### src/rtl/vga_camera_emulator.sv
// Source model of the camera's parallel video port: pclk, v_sync, h_ref and YUV422 bytes.
// Define CAM_EMU_SCROLL_EN to add a per-frame counter that scrolls the luma ramp.
module vga_camera_emulator #(
  parameter int H_ACTIVE = 640,
  parameter int H_BLANK  = 144,
  parameter int V_SYNC   = 3,
  parameter int V_BACK   = 17,
  parameter int V_ACTIVE = 480,
  parameter int V_FRONT  = 10
) (
  input  logic       clk_25,
  input  logic       reset_n,
  input  logic       enable,
  output logic       pclk,
  output logic       v_sync,
  output logic       h_ref,
  output logic [7:0] data_out,
  output logic       frame_done
);

  localparam int LINE  = 2 * H_ACTIVE + H_BLANK;
  localparam int V_M1  = (V_SYNC > V_BACK) ? V_SYNC : V_BACK;
  localparam int V_M2  = (V_ACTIVE > V_FRONT) ? V_ACTIVE : V_FRONT;
  localparam int V_MAX = (V_M1 > V_M2) ? V_M1 : V_M2;
  localparam int BX_W  = (LINE > 1) ? $clog2(LINE) : 1;
  localparam int LY_W  = (V_MAX > 1) ? $clog2(V_MAX) : 1;

  localparam logic [BX_W-1:0] BX_LAST = BX_W'(LINE - 1);
  localparam logic [BX_W-1:0] BX_HREF = BX_W'(2 * H_ACTIVE);

  typedef enum logic [2:0] {
    IDLE,
    VSYNC,
    VBACK,
    ACTIVE,
    VFRONT
  } state_t;

  state_t            state, state_nx;
  logic [BX_W-1:0]   bx, bx_nx;
  logic [LY_W-1:0]   ly, ly_nx, ly_end;
  logic              tick;
  logic              frame_end;
  logic              v_sync_nx, h_ref_nx;
  logic [7:0]        data_nx, luma, ofs;

  // pclk is about to fall on this edge, so the video bus advances now
  assign tick = pclk;

`ifdef CAM_EMU_SCROLL_EN
  logic [7:0] frame_cnt;

  always_ff @(posedge clk_25) begin
    if (!reset_n) begin
      frame_cnt <= 8'h00;
    end else if (tick && frame_end) begin
      frame_cnt <= frame_cnt + 8'h01;
    end
  end

  assign ofs = frame_cnt;
`else
  assign ofs = 8'h00;
`endif

  always_comb begin
    ly_end    = '0;
    state_nx  = state;
    bx_nx     = bx;
    ly_nx     = ly;
    frame_end = 1'b0;
    case (state)
      VSYNC:   ly_end = LY_W'(V_SYNC - 1);
      VBACK:   ly_end = LY_W'(V_BACK - 1);
      ACTIVE:  ly_end = LY_W'(V_ACTIVE - 1);
      VFRONT:  ly_end = LY_W'(V_FRONT - 1);
      default: ly_end = '0;
    endcase

    if (state == IDLE) begin
      if (enable) begin
        state_nx = VSYNC;
        bx_nx    = '0;
        ly_nx    = '0;
      end
    end else if (bx == BX_LAST) begin
      bx_nx = '0;
      if (ly == ly_end) begin
        ly_nx = '0;
        case (state)
          VSYNC:   state_nx = VBACK;
          VBACK:   state_nx = ACTIVE;
          ACTIVE:  state_nx = VFRONT;
          VFRONT: begin
            frame_end = 1'b1;
            state_nx  = enable ? VSYNC : IDLE;
          end
          default: state_nx = IDLE;
        endcase
      end else begin
        ly_nx = ly + LY_W'(1);
      end
    end else begin
      bx_nx = bx + BX_W'(1);
    end

    // Outputs are decoded from the position being entered so they register cleanly
    v_sync_nx = (state_nx == VSYNC);
    h_ref_nx  = (state_nx == ACTIVE) && (bx_nx < BX_HREF);
    luma      = 8'(bx_nx >> 1) + 8'(ly_nx) + ofs;
    data_nx   = 8'h00;
    if (h_ref_nx) begin
      data_nx = bx_nx[0] ? luma : 8'h80;
    end
  end

  // Register file for position, state and the registered video outputs
  always_ff @(posedge clk_25) begin
    if (!reset_n) begin
      pclk       <= 1'b0;
      state      <= IDLE;
      bx         <= '0;
      ly         <= '0;
      v_sync     <= 1'b0;
      h_ref      <= 1'b0;
      data_out   <= 8'h00;
      frame_done <= 1'b0;
    end else begin
      pclk       <= ~pclk;
      frame_done <= 1'b0;
      if (tick) begin
        state      <= state_nx;
        bx         <= bx_nx;
        ly         <= ly_nx;
        v_sync     <= v_sync_nx;
        h_ref      <= h_ref_nx;
        data_out   <= data_nx;
        frame_done <= frame_end;
      end
    end
  end

endmodule

### config.mk
export PLATFORM = sky130hd
export DESIGN_NAME = vga_camera_emulator
export DESIGN_NICKNAME = d
export VERILOG_FILES = /design/src/rtl/vga_camera_emulator.sv
export SDC_FILE = /design/constraint.sdc
export NUM_CORES = 1
export LEC_CHECK = 0
export ABC_AREA = 0
export CAP_MARGIN = 20
export CORE_MARGIN = 2
export CORE_UTILIZATION = 55
export DETAILED_ROUTE_END_ITERATION = 10
export PLACE_DENSITY_LB_ADDON = 0.12
export SETUP_SLACK_MARGIN = 0.02
export SYNTH_ARGS = -nofsm -noshare
export SYNTH_HDL_FRONTEND = slang
export SYNTH_SLANG_ARGS = --single-unit
### constraint.sdc
create_clock -name clk_25 -period 10.25 [get_ports clk_25]
set_input_delay 2.05 -clock clk_25 [delete_from_list [all_inputs] [get_ports clk_25]]
set_output_delay 2.05 -clock clk_25 [all_outputs]
set_load 0.005 [all_outputs]
==> impl_metrics.toml, run 1 <==
[timing]
rsz0062_at_grt = "false"
period_needed_ps = 5180
finalCritPeriodShare_pct = 50.5
finClkSkew_ps = 10.7
finalSetupViolations = 0
worstMarginPinSlew_ps = 1070
finalHoldViolCount = 0
fmax_mhz = 193
tns_ps = 0
fin_ws_ps = 5070
maxSlewViolCount = 0
holdWs_ps = 458
relSlewSlack_pct = 28.4

[detailed_routing]
num_vias = 2461
initialDrtViolationCount = 245
firstDrtPassIters = 5
wl_per_cell_um = 16.1
wl_um = 6190
wl_met3_um = 534
wl_met1_um = 2770
via_per_inst = 6.41
drcViolationCount = 0
ant_nets = 0
wl_met2_um = 2750
top_layer_used = "met4"

[clocking]
cts_hold_repair.buffers = 0
cts-resized-gates = 0
clk_path_buf_depth = 2
clkSlewWorstSetupHoldPaths_ps = 80
clock_latency_ps = 290
cts_sinks = 35
cts_buffers = 5
cts_tree = "built"
postCtsSetupBuffers = 0
clockRootBuffer = "clkbuf_8"
cts-htree-levels = 2

[power]
power_leakage_nw = 1.01
p_per_area_nw_per_um2 = 115
ir_drop_uv = 59.6

[cells_and_area]
area_growth_pct = 11.6
insertedDiodeCount = 0
final_common_cell = "o21ai_0"
most-common-layout-cells = "43 x o21ai_0, 40 x nand2_1, 35 x dfxtp_1"
post-route-util_pct = 63.4
nets = 344
fill_cells = 400
drive_above_1_share_pct = 5.12

[outcome]
status = "finished clean"

[setup_path]
crit_family = "compound AO/OA/AOI/OAI gates"
cp.required_ps = 10440
cp_max_fo = 10
cp-start-kind = "primary input"
crit_chain = "clkdlybuf4s50_1 > nand2b_1 > o21ai_0 > a22oi_1 > inv_1 > ha_1 > a21o_1 > a211oi_1 > nor2_1 > o41ai_1 > xnor2_1 > or4_1 > o221a_2"
max_stage_delay_ps = 540
crit_type = "primary input to flop"
r2r_setup_slack_ps = 5510
reg2regPathDepth = 15
endpoint_kind = "flop"
crit_buf_inv = 2
rr_startpoint = "bx[0]"
slowest_stage = "clkdlybuf4s50_1"
critical_path_arrival_ps = 5370
timing.rr.end = "data_out[7]"

[hold_path]
min_path_cells = 2
min_from = "data_out[5]"
holdCritPathClass = "flop to flop"
min_to = "data_out[5]"

[global_route]
antenna_found_initial = 0
grt_pass1_wl_um = 10500
grt_max_degree = 18
grt_overflow = 0
grt_pass1_vias = 2166
grt_use_total_pct = 26.0

[placed_design]
hpwlAfterDp_um = 4500
place_ws_ps = 4820
routabilityCongestion = 0.966
io_buffers = 14

[synth]
synth_area_sq_um = 2460
yosysWarningCount = 0
synth_flop_cell = "dfxtp_1"
synth_async_sr_flop_share_pct = 0
synth-edff-count = 0
yosys_register_bits = 35
ys_types = 54
syn_area_per_cell_sq_um = 7.54
seq_area_frac_synth_pct = 28.5
synth_cells = 326
synth_nets = 339

[floorplan]
ioPinCount = 15
die_area_sq_um = 5020
die_width_um = 70.9
die_h_um = 70.9
fp.coreArea_sq_um = 4320
core.rowCount = 24
initial_core_util_pct = 56.9

[flow_run]
maxCapViolCount = 0
==> registers in the layout (all words and copies together), names as in the netlist <==
signal	flops
bx	11
v_sync	1
state	3
frame_done	1
data_out	8
ly	9
pclk	1
h_ref	1
==> Yosys cell counts (all sizes together) (9+ instances only) <==
library cell	n	area, sq um
nand3	12	60.1
o21ai	44	224
nand2	40	150
ha	9	113
clkbuf	16	60.1
a21oi	11	55.1
and3	9	56.3
o31ai	10	75.1
nor2	22	82.6
dfxtp	35	701
nor3	12	60.1
==> area by class of cell <==
class,instances,area (sq um),share of cell area [%]
inverter,8,30.0,1.09
clock buffer,5,68.8,2.51
clock inverter,3,67.6,2.46
timing repair buffer,15,148,5.38
tap,52,65.1,2.37
sequential,35,701,25.5
multi-input combinational,266,1660,60.6
==> per-layer routing <==
metal | vias up | global-route usage [%]
li1 | 1212 | -
met1 | 1135 | 36.7
met2 | 100 | 39.4
met3 | 14 | 5.98
met4 | 0 | 8.81
met5 | - | 0
==> per-stage QoR <==
step | cell area (sq um) | power (mW) | std cells
final | 2740 | 0.315 | 384
after global routing | 2740 | 0.325 | 384
after CTS | 2740 | 0.316 | 384
after detailed placement | 2610 | 0.166 | 376
after global placement | 2610 | 0.165 | 376
after floorplan | 2460 | 0.159 | 326
==> tightest hold or removal path: stages, from the launching register on <==
cell	delay, ps
dfxtp_1	330
nand2_1	40
o21ai_0	50
==> worst max-delay path by stage <==
stage                      start          end  slack (ps)  cells after the start
after floorplan           enable  data_out[7]        5560                     13
after global placement    enable  data_out[7]        4900                     13
after detailed placement  enable  data_out[7]        4820                     13
after CTS                 enable  data_out[7]        5080                     13
after global routing      enable  data_out[7]        4870                     13
final                     enable  data_out[7]        5070                     13
==> cell families after synthesis <==
group | synth area share (%)
and+or+nand+nor | 29.5
AOI/OAI and AO/OA | 28.3
DFF | 28.5
buffers and inverters | 3.87
adders and majority gates | 5.39
xor gates and xnor gates | 3.21
muxes | 1.22
==> power breakdown <==
part / internal, mW / total [mW] / switching (mW)
clock network: 0.0970 / 0.151 / 0.0542
registers: 0.137 / 0.139 / 0.00218
logic: 0.00816 / 0.0241 / 0.0160
total: 0.242 / 0.315 / 0.0723
No activity file was read; power rests on OpenSTA's default activity.
==> run 2: changes to the inputs <==
- CORE_UTILIZATION: 55 -> 54
- clock period: 10.25 -> 4.5 ns (I/O delays scaled with it)
==> run 2 against run 1 <==
Effect of this change:
- sequential share of layout area decreased by 0.48 points
- routed wire length grew 4.5%
- hold slack worse by 3.6 ps
- clock skew down 9.0 ps
- cell count increased by 1.8%
- global-route usage grew 0.54 points
==> impl_metrics.toml, run 2 (synthesis results as in run 1) <==
[timing]
fmax_mhz = 250
relSlewSlack_pct = 52.8
worstMarginPinSlew_ps = 706
rsz0062_at_grt = "false"
period_needed_ps = 4000
tns_ps = 0
finalHoldViolCount = 0
holdWs_ps = 454
finalSetupViolations = 0
maxSlewViolCount = 0
finClkSkew_ps = 1.68
finalCritPeriodShare_pct = 88.9

[hold_path]
holdCritPathClass = "flop to flop"
min_path_cells = 1
min_from = "v_sync"
min_to = "v_sync"

[floorplan]
ioPinCount = 15
core.rowCount = 24
die_area_sq_um = 5110
die_h_um = 71.5
initial_core_util_pct = 56.1
die_width_um = 71.5
fp.coreArea_sq_um = 4380

[setup_path]
critical_path_arrival_ps = 4190
crit_type = "flop to flop"
r2r_setup_slack_ps = 500
critPathLaunch = "bx[0]"
cp_max_fo = 6
cp-start-kind = "flop"
reg2regPathDepth = 15
cp.required_ps = 4690
rr_startpoint = "bx[0]"
timing.rr.end = "data_out[7]"
endpoint_kind = "flop"

[clocking]
clk_path_buf_depth = 2
clockRootBuffer = "clkbuf_8"
cts_hold_repair.buffers = 0
cts_tree = "built"
cts_sinks = 35
clock_latency_ps = 290
clkSlewWorstSetupHoldPaths_ps = 80
cts_buffers = 5
cts-htree-levels = 2
cts-resized-gates = 0
postCtsSetupBuffers = 0

[global_route]
antenna_found_initial = 0
grt_pass1_vias = 2140
grt_overflow = 0
grt_max_degree = 16
grt_pass1_wl_um = 10700
grt_use_total_pct = 26.6

[power]
ir_drop_uv = 154
p_per_area_nw_per_um2 = 260
power_leakage_nw = 1.05
p_total_mw = 0.726

[cells_and_area]
area_growth_pct = 13.7
nets = 351
most-common-layout-cells = "43 x o21ai_0, 40 x nand2_1, 35 x dfxtp_1"
reg_top3 = "bx: 11 flops, ly: 9 flops, data_out: 8 flops"
largest_register_ffs = 11
insertedDiodeCount = 0
post-route-util_pct = 63.8
final_common_cell = "o21ai_0"
largest-register = "bx"
drive_above_1_share_pct = 7.08

[placed_design]
io_buffers = 14
routabilityCongestion = 0.966
hpwlAfterDp_um = 4710

[detailed_routing]
wl_per_cell_um = 16.5
num_vias = 2476
ant_nets = 0
via_per_inst = 6.33
drcViolationCount = 0
initialDrtViolationCount = 198
firstDrtPassIters = 5
wl_um = 6470

[outcome]
status = "finished clean"

[flow_run]
maxCapViolCount = 0
run 2: cell types whose count changed in the layout (fill, tap and decap cells not counted), sizes merged:
cell and change:
buf +7
run 2: worst max-delay path, cell delays in order, from the launching register on:
cell and delay, ps:
dfxtp_1 400, ha_1 260, nand3_1 250, nor4_4 330, or3b_1 440, o21ai_2 170
a21oi_1 50, o21ai_0 160, o31ai_1 120, ha_1 350, a211oi_1 210, nor2_1 90
o41ai_1 310, xnor2_1 140, or4_1 480, o221a_2 130
run 2: final cells by class:
cell class / count / area (sq um)
Clock buffer: 5 / 68.8
Clock inverter: 3 / 67.6
Fill cell: 400 / 1590
Inverter: 8 / 30.0
Multi-Input combinational cell: 266 / 1660
Sequential cell: 35 / 701
Tap cell: 52 / 65.1
Timing Repair Buffer: 22 / 200
run 2: metrics by stage:
stage,std cells,setup slack [ps],area (sq um)
6_report,391,501,2800
5_1_grt,391,205,2800
4_1_cts,391,543,2800
3_5_place_dp,383,535,2660
3_3_place_gp,383,556,2660
2_1_floorplan,326,535,2460
run 2: metal layers:
layer	vias to the layer above	GRT usage (%)	share of wire [%]
li1	1228	-	-
met1	1133	37.5	47
met2	105	39.7	43
met3	10	6.33	8.9
met4	0	9.22	1.7
met5	-	0	0
run 2: worst max-delay path by stage:
| stage | to | slack (ps) | depth (start not counted) |
|---|---|---|---|
| final | data_out[7] | 500 | 15 |
| after global routing | data_out[7] | 200 | 16 |
| after CTS | data_out[7] | 540 | 15 |
| after detailed placement | data_out[7] | 530 | 13 |
| after global placement | data_out[7] | 560 | 13 |
| after floorplan | data_out[7] | 530 | 15 |
run 2: where the power goes:
| part | switching, mW | internal (mW) |
|---|---|---|
| sequential | 0.00500 | 0.312 |
| combinational | 0.0381 | 0.0224 |
| clock | 0.127 | 0.221 |
